==> config.mk <==
export PLATFORM = sky130hd
export DESIGN_NAME = wb_stage_flat
export DESIGN_NICKNAME = d
export VERILOG_FILES = /design/src/rtl/wb_stage_if.sv /design/src/rtl/wb_stage.sv /design/src/flat_wrapper.sv
export SDC_FILE = /design/constraint.sdc
export NUM_CORES = 1
export LEC_CHECK = 0
export ABC_AREA = 0
export CAP_MARGIN = 10
export CELL_PAD_IN_SITES_DETAIL_PLACEMENT = 0
export CELL_PAD_IN_SITES_GLOBAL_PLACEMENT = 1
export CORE_ASPECT_RATIO = 1.4
export CORE_UTILIZATION = 31
export DETAILED_ROUTE_END_ITERATION = 12
export PLACE_DENSITY = 0.79
export SETUP_SLACK_MARGIN = 0.02
export SLEW_MARGIN = 20
export SYNTH_ARGS = -nofsm -noshare
export SYNTH_HDL_FRONTEND = slang
export SYNTH_SLANG_ARGS = --single-unit
==> constraint.sdc <==
create_clock -name clk_i -period 2.2 [get_ports clk_i]
set_clock_uncertainty 0.05 [all_clocks]
set_input_delay 0.44 -clock clk_i [delete_from_list [all_inputs] [get_ports clk_i]]
set_output_delay 0.44 -clock clk_i [all_outputs]
set_load 0.02 [all_outputs]
==> src/rtl/wb_stage_if.sv <==
// wb_stage_if: MEM-to-WB instruction bus carrying the fields captured by the MEM/WB register.

interface wb_stage_if;
   logic        valid;
   logic [31:0] pc;
   logic [31:0] alu;
   logic [31:0] rdata;
   logic [31:0] imm;
   logic [4:0]  wr;
   logic        we;
   logic [1:0]  wd_sel;
   logic [2:0]  ld_type;

   modport master (
      output valid, pc, alu, rdata, imm, wr, we, wd_sel, ld_type
   );

   modport slave (
      input  valid, pc, alu, rdata, imm, wr, we, wd_sel, ld_type
   );
endinterface

==> src/rtl/wb_stage.sv <==
// wb_stage: MEM/WB register, write-data select and load alignment, RF write-through bypass, instret.
// Defining WB_TRACE_EN adds the debug_wb_* trace outputs.

module wb_stage #(
   parameter logic [31:0] RESET_PC = 32'h0000_0000
) (
   input  logic        clk_i,
   input  logic        rst_n_i,
   input  logic        stall_i,
   input  logic        flush_i,
   wb_stage_if.slave   mem,
   output logic [4:0]  wR_o,
   output logic [31:0] wD_o,
   output logic        WE_o,
   input  logic [4:0]  rR1_i,
   input  logic [4:0]  rR2_i,
   input  logic [31:0] rf_rD1_i,
   input  logic [31:0] rf_rD2_i,
   output logic [31:0] id_rD1_o,
   output logic [31:0] id_rD2_o,
   output logic [31:0] instret_o
`ifdef WB_TRACE_EN
   ,
   output logic        debug_wb_have_inst_o,
   output logic [31:0] debug_wb_pc_o,
   output logic        debug_wb_ena_o,
   output logic [4:0]  debug_wb_reg_o,
   output logic [31:0] debug_wb_value_o
`endif
);

   logic        valid_q;
   logic [31:0] pc_q;
   logic [31:0] alu_q;
   logic [31:0] rdata_q;
   logic [31:0] imm_q;
   logic [4:0]  wr_q;
   logic        we_q;
   logic [1:0]  wd_sel_q;
   logic [2:0]  ld_type_q;
   logic [31:0] instret_q;

   logic [7:0]  ld_byte;
   logic [15:0] ld_half;
   logic [31:0] ld_data;

   always_ff @(posedge clk_i or negedge rst_n_i) begin
      if (!rst_n_i) begin
         valid_q   <= 1'b0;
         pc_q      <= RESET_PC;
         alu_q     <= 32'd0;
         rdata_q   <= 32'd0;
         imm_q     <= 32'd0;
         wr_q      <= 5'd0;
         we_q      <= 1'b0;
         wd_sel_q  <= 2'd0;
         ld_type_q <= 3'd0;
      end else if (flush_i) begin
         valid_q <= 1'b0;
      end else if (!stall_i) begin
         valid_q   <= mem.valid;
         pc_q      <= mem.pc;
         alu_q     <= mem.alu;
         rdata_q   <= mem.rdata;
         imm_q     <= mem.imm;
         wr_q      <= mem.wr;
         we_q      <= mem.we;
         wd_sel_q  <= mem.wd_sel;
         ld_type_q <= mem.ld_type;
      end
   end

   // Flush overrides stall, so the instruction leaving WB on a flush still retires.
   always_ff @(posedge clk_i or negedge rst_n_i) begin
      if (!rst_n_i) begin
         instret_q <= 32'd0;
      end else if (valid_q && (!stall_i || flush_i)) begin
         instret_q <= instret_q + 32'd1;
      end
   end

   always_comb begin
      ld_byte = rdata_q[7:0];
      case (alu_q[1:0])
         2'd0:    ld_byte = rdata_q[7:0];
         2'd1:    ld_byte = rdata_q[15:8];
         2'd2:    ld_byte = rdata_q[23:16];
         default: ld_byte = rdata_q[31:24];
      endcase
      ld_half = alu_q[1] ? rdata_q[31:16] : rdata_q[15:0];

      case (ld_type_q)
         3'b000:  ld_data = {{24{ld_byte[7]}}, ld_byte};
         3'b001:  ld_data = {{16{ld_half[15]}}, ld_half};
         3'b100:  ld_data = {24'd0, ld_byte};
         3'b101:  ld_data = {16'd0, ld_half};
         default: ld_data = rdata_q;
      endcase

      case (wd_sel_q)
         2'b00:   wD_o = alu_q;
         2'b01:   wD_o = ld_data;
         2'b10:   wD_o = pc_q + 32'd4;
         default: wD_o = imm_q;
      endcase
   end

   assign wR_o      = wr_q;
   assign WE_o      = valid_q & we_q & (wr_q != 5'd0);
   assign instret_o = instret_q;

   // RF commits on the edge, so ID sees the in-flight write through this path.
   assign id_rD1_o = (WE_o && (rR1_i == wR_o) && (rR1_i != 5'd0)) ? wD_o : rf_rD1_i;
   assign id_rD2_o = (WE_o && (rR2_i == wR_o) && (rR2_i != 5'd0)) ? wD_o : rf_rD2_i;

`ifdef WB_TRACE_EN
   assign debug_wb_have_inst_o = valid_q;
   assign debug_wb_pc_o        = pc_q;
   assign debug_wb_ena_o       = WE_o;
   assign debug_wb_reg_o       = wR_o;
   assign debug_wb_value_o     = wD_o;
`endif

endmodule

==> src/flat_wrapper.sv <==
// flat-port wrapper written by rule: the top's interface ports become plain ports
module wb_stage_flat 
#(
   parameter logic [31:0] RESET_PC = 32'h0000_0000
)
  (clk_i, rst_n_i, stall_i, flush_i, wR_o, wD_o, WE_o, rR1_i, rR2_i, rf_rD1_i, rf_rD2_i, id_rD1_o, id_rD2_o, instret_o, mem_valid, mem_pc, mem_alu, mem_rdata, mem_imm, mem_wr, mem_we, mem_wd_sel, mem_ld_type);
  wb_stage_if mem_i ();
  input  logic clk_i;
  input  logic rst_n_i;
  input  logic stall_i;
  input  logic flush_i;
  output logic [4:0] wR_o;
  output logic [31:0] wD_o;
  output logic WE_o;
  input  logic [4:0] rR1_i;
  input  logic [4:0] rR2_i;
  input  logic [31:0] rf_rD1_i;
  input  logic [31:0] rf_rD2_i;
  output logic [31:0] id_rD1_o;
  output logic [31:0] id_rD2_o;
  output logic [31:0] instret_o;
  input wire logic [$bits(mem_i.valid)-1:0] mem_valid;
  input wire logic [$bits(mem_i.pc)-1:0] mem_pc;
  input wire logic [$bits(mem_i.alu)-1:0] mem_alu;
  input wire logic [$bits(mem_i.rdata)-1:0] mem_rdata;
  input wire logic [$bits(mem_i.imm)-1:0] mem_imm;
  input wire logic [$bits(mem_i.wr)-1:0] mem_wr;
  input wire logic [$bits(mem_i.we)-1:0] mem_we;
  input wire logic [$bits(mem_i.wd_sel)-1:0] mem_wd_sel;
  input wire logic [$bits(mem_i.ld_type)-1:0] mem_ld_type;
  assign mem_i.valid = mem_valid;
  assign mem_i.pc = mem_pc;
  assign mem_i.alu = mem_alu;
  assign mem_i.rdata = mem_rdata;
  assign mem_i.imm = mem_imm;
  assign mem_i.wr = mem_wr;
  assign mem_i.we = mem_we;
  assign mem_i.wd_sel = mem_wd_sel;
  assign mem_i.ld_type = mem_ld_type;
  wb_stage #(.RESET_PC(RESET_PC)) u_core (.clk_i(clk_i), .rst_n_i(rst_n_i), .stall_i(stall_i), .flush_i(flush_i), .mem(mem_i), .wR_o(wR_o), .wD_o(wD_o), .WE_o(WE_o), .rR1_i(rR1_i), .rR2_i(rR2_i), .rf_rD1_i(rf_rD1_i), .rf_rD2_i(rf_rD2_i), .id_rD1_o(id_rD1_o), .id_rD2_o(id_rD2_o), .instret_o(instret_o));
endmodule
== Yosys cells after proc, flatten, opt, wreduce, memory -nomap -nowiden ==
Index checks and enable logic that the tools add are counted.

* Multiply operators: 0
* Multiplexer cells: 8
* Shifts and indexed selects: 0
* Reductions and logical operators: 14
* $lt $le $gt $ge: 0
* Bitwise operators: 4
* $add $sub $neg: 2
* Divide/modulo/power cells: 0
* Eq/ne operators: 10

{| class="wikitable"
|+ Operators with widths
! kind !! number
|-
| 32-bit case mux with 4 select lines || 1
|-
| 32-bit case mux with 3 select lines || 1
|-
| 32-bit 2-to-1 mux || 2
|-
| 32-bit by 1-bit adder with 32-bit output, second input constant || 1
|-
| 32-bit by 3-bit adder with 32-bit output, second input constant || 1
|-
| 8-bit case mux with 3 select lines || 1
|-
| 16-bit 2-to-1 mux || 1
|-
| 5-bit nonzero test || 3
|-
| 5-bit == test || 2
|-
| 3-bit == test, second input constant || 2
|-
| 1-bit logical AND || 5
|-
| 2-bit by 1-bit == test with 1-bit output, second input constant || 2
|-
| 2-bit == test, second input constant || 2
|-
| 2-bit logical NOT || 2
|-
| 3-bit by 1-bit == test with 1-bit output, second input constant || 1
|-
| 3-bit logical NOT || 1
|-
| 1-bit bitwise AND || 2
|-
| 1-bit 2-to-1 mux || 2
|-
| 2-bit by 1-bit inequality test with 1-bit output, second input constant || 1
|-
| 1-bit NOT || 2
|-
| 2-bit AND reduction || 1
|-
| 1-bit logical NOT || 1
|-
| 1-bit logical OR || 1
|}

* RAM bits: 0
* Memory bits (read-only): 0
* Bits in registers: 172
* Output and inout port bits: 134
* Memories kept: 0
* Latch bits: 0

== Logic depth before layout (Yosys ltp) ==
Gate-level depths: netlist (run 1).

* Depth after elaboration: 5
* Gate-level depth with buffers: 8
* Gate-level depth less buffers: 7

== Worst setup path after synthesis (run 1) ==
OpenSTA, ideal clock, no wires.

* Path kind: register to output
* Start point: register u_core.pc_q[2]
* End point: output port id_rD1_o[20]
* Cell stages (with the launch flop): 9
* Data arrival time: 2299 ps
* Slack: -589 ps
* Path through: dfrtp_1 ha_1 and4_1 buf_2 nand3_1 nor2_1 xnor2_1 a211oi_1 mux2_2

* Word-level cells in the longest chain between the ends: 3

{| class="wikitable"
|+ RTL lines
! element !! line !! source
|-
| start: declaration || wb_stage.sv:33 || <nowiki>logic [31:0] pc_q;</nowiki>
|-
| start signal: assignment || wb_stage.sv:62 || <nowiki>pc_q <= mem.pc;</nowiki>
|-
| 32-bit by 3-bit adder with 32-bit output || wb_stage.sv:103 || <nowiki>2'b10: wD_o = pc_q + 32'd4;</nowiki>
|-
| 32-bit case mux with 3 select lines || wb_stage.sv:100 || <nowiki>case (wd_sel_q)</nowiki>
|-
| via wD_o[20] || flat_wrapper.sv:13 || <nowiki>output logic [31:0] wD_o;</nowiki>
|-
| 32-bit 2-to-1 mux || wb_stage.sv:113 || <nowiki>assign id_rD1_o = (WE_o && (rR1_i == wR_o) && (rR1_i != 5'd0)) ? wD_o : rf_rD1_i;</nowiki>
|-
| end: declaration || flat_wrapper.sv:19 || <nowiki>output logic [31:0] id_rD1_o;</nowiki>
|}

The timed path passes the listed nets, and every way through them passes these cells.

== Worst setup path after layout (run 1) ==
* Start point: register u_core.alu_q[0]
* End point: output port id_rD1_o[16]

* Word-level cells in the longest chain between the ends: 5
* Elaborated cells between the ends (all ways): 7
* Classes of those cells: 2 x eq/ne; 4 x mux; 1 x reduce/logical

{| class="wikitable"
|+ RTL lines
! element !! line !! source
|-
| start: declaration || wb_stage.sv:34 || <nowiki>logic [31:0] alu_q;</nowiki>
|-
| start signal: assignment || wb_stage.sv:63 || <nowiki>alu_q <= mem.alu;</nowiki>
|-
| 2-bit == test, or another cell as far along || wb_stage.sv:84 || <nowiki>case (alu_q[1:0])</nowiki>
|-
| 8-bit case mux with 3 select lines (*) || wb_stage.sv:84 ||
|-
| 32-bit case mux with 4 select lines (*) || wb_stage.sv:92 || <nowiki>case (ld_type_q)</nowiki>
|-
| 32-bit case mux with 3 select lines (*) || wb_stage.sv:100 ||
|-
| 32-bit 2-to-1 mux (*) || wb_stage.sv:113 ||
|}

Mark *: on every way between the ends. The rest lies on a longest branch, timed or not.

==> flow_summary.yaml, run 1 <==
status:
  status: "complete, but fails checks"
  violations: "setup timing"
routing:
  dr.pass1.iters: 6
  wirelength_um: 38620
  drtAntennaViolNets: 0
  num_vias: 9342
  drt_iter0_markers: 325
  drc: 0
  viasPerCell: 5.052
  met2_length_um: 20910
  wl_met1_um: 14300
  highest_layer: "met4"
  wl_met3_um: 2411
  wire_per_inst_um: 20.89
floorplan:
  die_h_um: 209.2
  coreArea_um2: 30030
  dieArea_um2: 31370
  initial_utilization_pct: 31.65
  die_w_um: 150.0
  rows: 75
  ios: 352
power:
  p_total_mw: 12.27
  peakVddDrop_mv: 0.5491
  p_leak_nw: 7.728
  power_density_nw_per_um2: 685.9
setup_path:
  arrival_ns: 2.69
  startpoint_type: "flop"
  critical_path_class: "flop to output port"
  worstPathMaxFanout: 5
  cp-end-kind: "output port"
  critPathRequiredTime_ns: 1.71
  reg2regPathDepth: 6
sta:
  setup_viol: 97
  finalMaxSlewViolations: 0
  fin_tns_setup_ns: -78.29
  whs_ns: 0.4236
  maxSlewHeadroom_pct: 70.08
  final.period_utilization_pct: 144.7
  setup_ws_ns: -0.9834
  fmax_mhz: 314.1
  rsz0062_at_grt: "yes"
  finalCriticalPeriod_ns: 3.183
  hold_viol: 0
  worstMarginPinSlew_ns: 0.4489
clock_network:
  numCtsBuffers: 17
  cts_tree: "yes"
  cts_buffer_depth: 2
  clock-root-buffer: "clkbuf_16"
  clk_latency_ns: 0.43
  clk_pin_slew_ns: 0.07
  clock-sinks: 172
  htreeDepth: 4
placement:
  place.gp.congestion: 0.8961
  port-buffer-count: 351
  hpwl_um: 28090
  placed_area_um2: 15470
  place_worst_setup_slack_ns: -1.239
  place_inst: 1738
hold_path:
  min_path_type: "flop to flop"
  hold-path-cell-count: 1
synthesis:
  netlist_instances: 861
  synth_top_area_share_pct: 45.29
  ys.flop_type: "dfrtp_1"
  yosys_warnings: 0
  synth-seq-cells: 172
  synthArstFlopShare_pct: 100.0
  syn-num-nets: 1081
  ys_types: 61
  yosysSeqAreaShare_pct: 45.29
  synth_area_leaders: "dfrtp_1, mux2_2, xnor2_1"
  synth_edf_count: 0
  synth_top_area_cell: "dfrtp_1"
  synth_area_per_cell_um2: 11.04
  synthesis.area_um2: 9504
grt:
  grt_max_degree: 47
  overflow: 0
  track_usage_pct: 24.59
  grt_pass1_vias: 9983
  antenna_found_initial: 0
  grt_pass1_wl_um: 57470
final_layout:
  antenna_cells: 0
  nNetsFinal: 1672
  drive_gt1_share_pct: 51.57
  fin_util_pct: 59.55
  layout.cells.non_filler: 1849
  postLayoutCellArea_um2: 17880
  area_growth_syn_to_layout_pct: 88.15
run:
  cap_violations: 0
## worst paths after layout
kind / to / slack, ns / start
max reg2reg: u_core.instret_o[25] / 0.27 / u_core.instret_o[4]
max: id_rD1_o[16] / -0.98 / u_core.alu_q[0]
min: u_core.instret_o[31] / 0.42 / u_core.instret_o[31]
min reg2reg: u_core.instret_o[31] / 0.42 / u_core.instret_o[31]
max in group asynchronous: u_core.pc_q[2] / 0.97 / rst_n_i
min in group asynchronous: u_core.pc_q[25] / 0.47 / rst_n_i
## where the power goes
group          internal [mW]  leakage (nW)  switching (mW)
logic                   2.93          5.39            2.36
clock network           1.66         0.279            1.37
registers               3.59          2.06           0.360
## per-layer routing
metal / up-vias / GRT usage [%]
met1: 4650 / 27.18
li1: 4337 / -
met4: 0 / 9.195
met3: 47 / 5.328
met2: 308 / 45.19
met5: - / 0
## registers in the layout, summed over array words and instances, names as in the netlist
name and flops:
u_core.wR_o 5, u_core.imm_q 32, u_core.we_q 1, u_core.wd_sel_q 2, u_core.pc_q 32, u_core.rdata_q 32, u_core.ld_type_q 3, u_core.instret_o 32
u_core.alu_q 32, u_core.valid_q 1
## cell usage after synthesis (4+ instances only)
cell type	n
o21ai_0	32
a21oi_1	26
xnor2_1	42
and3_1	8
a31oi_1	5
nor4_1	6
and4_1	8
buf_2	14
nor2_1	50
a221oi_1	8
o21a_1	4
mux2_2	193
dfrtp_1	172
nor3_1	10
a22o_1	9
inv_1	17
o22ai_1	9
nand4_1	21
mux2i_1	6
clkbuf_1	32
nand2b_1	12
or4_1	4
or2_2	4
nor2b_1	5
a22oi_1	7
nand2_1	55
xor2_1	18
nand3_1	18
buf_1	5
o221ai_1	6
## layout make-up
| class | count | area, um2 |
|---|---|---|
| Multi-Input combinational cell | 618 | 6232 |
| Clock inverter | 11 | 111.4 |
| Fill cell | 2463 | 12150 |
| Sequential cell | 172 | 4318 |
| Tap cell | 385 | 481.7 |
| Timing Repair Buffer | 624 | 6201 |
| Clock buffer | 20 | 466.7 |
| Inverter | 19 | 71.32 |
## layout by cell type, fill, tap and decap left out, types with 7 or more instances in the layout
cell type and n:
nand4_1 21, dfrtp_2 11, buf_12 16, clkbuf_16 17, o21ai_2 13, buf_4 193
xor2_1 17, buf_6 153, nor2_4 7, mux2_2 137, and3_1 8, nand2b_1 10
mux2_4 56, a21oi_1 14, xnor2_1 35, a21oi_4 8, nor2_1 39, nand2_1 48
a22o_1 9, clkdlybuf4s50_1 251, dfrtp_1 161, nand3_1 15, inv_1 15, o21ai_0 15
## cell families after synthesis
family	Yosys count	share of synthesized area, %
compound gates	148	10.98
xor+xnor	60	5.529
fa+ha+maj	2	0.2633
buf+inv	71	3.002
flops	172	45.29
mux	202	24.21
simple gates	206	10.73
## timing repair
item | CTS | global route
pin swaps | 73 | 57
hold endpoints to repair | 32 | 0
hold buffers | 1 | 0
setup buffers | 60 | 33
gates cloned | 7 | 0
endpoints found under the setup margin | 97 | 97
gates resized for setup | 690 | 108
## critical path: stages, from the launching register on
cell and delay [ns]:
dfrtp_2 0.45, mux2_4 0.33, a32oi_4 0.29, buf_6 0.15, o21ai_4 0.07, buf_6 0.14, a221oi_4 0.34, nor2_4 0.07
mux2_4 0.28, buf_6 0.13
Note: power is estimated with default switching activity, not from simulation.
==> inputs of run 2 (changes only) <==
Settings changed: GPL_ROUTABILITY_DRIVEN from default to 1, SKIP_LAST_GASP from default to 1.
==> run 2 against run 1 <==
  * The flow still finishes with violations (setup timing)
  * Worst setup slack lost 0.0042 ns
  * Worst hold slack worse by 0.0010 ns
  * Global-route usage fell by 0.13 points
  * Clock power about the same
  * Total power is 0.27% lower
  * Register-to-register slack about the same
  * Flip-flop and latch count is the same
  * Core utilization is 0.088 points lower
  * Sequential share of layout area barely moved
  * Maximum frequency shrank 0.13%
  * Critical endpoint unchanged
==> flow_summary.yaml, run 2 (synthesis gave the netlist of run 1 again) <==
clock_network:
  cts_tree: "yes"
  clk_pin_slew_ns: 0.07
  cts_buffer_depth: 2
  clock-sinks: 172
  numCtsBuffers: 17
  clk_latency_ns: 0.43
  htreeDepth: 4
  clock-root-buffer: "clkbuf_16"
final_layout:
  ff_latch_area_um2: 4318
  multiInputGateArea_um2: 6211
  antenna_cells: 0
  postLayoutCellArea_um2: 17860
  layout_common_cells: "clkdlybuf4s50_1, buf_4, dfrtp_1"
  nNetsFinal: 1675
  area_growth_syn_to_layout_pct: 87.88
  nFillCells: 2464
  drive_gt1_share_pct: 51.40
  mostFrequentLayoutCell: "clkdlybuf4s50_1"
setup_path:
  cp_num_buf_inv: 3
  critical_path.slowest_cell: "dfrtp_2"
  cp-end-kind: "output port"
  cpLargestDelayFamily: "compound AO/OA/AOI/OAI gates"
  cpMostUsedCell: "buf_6"
  critPathRequiredTime_ns: 1.71
  max_stage_delay_ns: 0.45
  path_depth: 9
  cp_cell_sequence: "mux2_4, a32oi_4, buf_6, o21ai_4, buf_6, a221oi_4, nor2_4, mux2_4, buf_6"
  reg2regPathDepth: 6
  startpoint_type: "flop"
  arrival_ns: 2.70
  worstPathMaxFanout: 5
  critical_path_class: "flop to output port"
grt:
  grt_pass1_vias: 9953
  use_met2_pct: 44.86
  grt_max_degree: 47
  overflow: 0
  grt.busiest_layer: "met2"
  use_met3_pct: 5.568
  track_usage_pct: 24.46
  met1_usage_pct: 26.83
  antenna_found_initial: 0
  grt_pass1_wl_um: 57150
routing:
  dr.pass1.iters: 5
  wire_per_inst_um: 20.85
  drtAntennaViolNets: 0
  num_vias: 9352
  viasPerCell: 5.050
  wirelength_um: 38610
  drt_iter0_markers: 346
  drc: 0
power:
  power_density_nw_per_um2: 685.1
  peakVddDrop_mv: 0.5546
  p_seq_share_pct: 32.3
  p_total_mw: 12.23
  intPower_mw: 8.162
  clkPwrFrac_pct: 24.7
  p_leak_nw: 7.734
  p_comb_share_pct: 43.0
  switching_share_pct: 33.28
  power.switching_mw: 4.071
sta:
  finalMaxSlewViolations: 0
  worstMarginPinSlew_ns: 0.4195
  whs_ns: 0.4226
  rsz0062_at_grt: "yes"
  finalCriticalPeriod_ns: 3.188
  setup_ws_ns: -0.9876
  hold_viol: 0
  final.period_utilization_pct: 144.9
  fin_tns_setup_ns: -78.41
  setup_viol: 97
  maxSlewHeadroom_pct: 72.03
  fmax_mhz: 313.7
placement:
  port-buffer-count: 351
  place.gp.congestion: 0.8961
  placed_area_um2: 15470
  hpwl_um: 28090
status:
  status: "complete, but fails checks"
  violations: "setup timing"
floorplan:
  ios: 352
  dieArea_um2: 31370
  die_h_um: 209.2
  coreArea_um2: 30030
  die_w_um: 150.0
  rows: 75
  initial_utilization_pct: 31.65
run:
  cap_violations: 0
hold_path:
  min_path_type: "flop to flop"
  hold-path-cell-count: 1
==> run 2: routing by layer <==
metal | share of wire (%) | vias to the layer above | routed length [um]
met4 | 2.8 | 0 | 1088
met5 | 0 | - | 0
met2 | 54 | 322 | 20840
met3 | 6.7 | 51 | 2583
met1 | 37 | 4641 | 14110
li1 | - | 4338 | -
==> run 2: worst reg2reg max path, cell delays in order, from the launching register on <==
cell	delay, ns
dfrtp_1	0.46
nand4_1	0.20
nor2_1	0.20
nand4_1	0.24
nor2_1	0.36
nand4_1	0.16
xnor2_1	0.14
==> run 2: layout make-up <==
cell class	count	area share (%)
Clock inverter	11	0.6236
Multi-Input combinational cell	618	34.78
Timing Repair Buffer	627	34.70
Sequential cell	172	24.18
Inverter	19	0.3994
Tap cell	385	2.698
Clock buffer	20	2.614
==> run 2: timing repair <==
| item | 4_1_cts | 5_1_grt |
|---|---|---|
| resized for setup | 639 | 145 |
| gates cloned | 7 | 0 |
| hold endpoints to repair | 32 | 0 |
| hold buffers | 1 | 0 |
| pin swaps | 71 | 57 |
| endpoints found under the setup margin | 97 | 99 |
| setup buffers | 60 | 37 |
==> run 2: through the flow <==
stage / instances / utilization (%) / worst slack, ns
2_1_floorplan: 861 / - / -0.2577
3_3_place_gp: 1738 / 51.50 / -1.240
3_5_place_dp: 1738 / 51.50 / -1.239
4_1_cts: 1827 / 57.28 / -1.019
5_1_grt: 1852 / 59.46 / -1.059
6_report: 1852 / 59.46 / -0.9876
==> run 2: path summary, 6_finish.rpt <==
check                                      from                    to  slack, ns
setup / recovery                u_core.alu_q[0]          id_rD1_o[16]      -0.99
min in group asynchronous               rst_n_i       u_core.pc_q[25]       0.47
max in group asynchronous               rst_n_i        u_core.pc_q[2]       0.97
setup reg to reg            u_core.instret_o[4]  u_core.instret_o[25]       0.27
hold / removal             u_core.instret_o[31]  u_core.instret_o[31]       0.42
hold reg to reg            u_core.instret_o[31]  u_core.instret_o[31]       0.42
==> run 2: power groups by stage <==
| stage | registers, mW | clock network (mW) | logic [mW] |
|---|---|---|---|
| after floorplan | 3.98 | 0 | 2.00 |
| after global placement | 3.96 | 0 | 4.31 |
| after detailed placement | 3.97 | 0 | 4.35 |
| after CTS | 3.92 | 3.08 | 4.90 |
| after global routing | 3.99 | 3.22 | 5.58 |
| final | 3.95 | 3.02 | 5.27 |
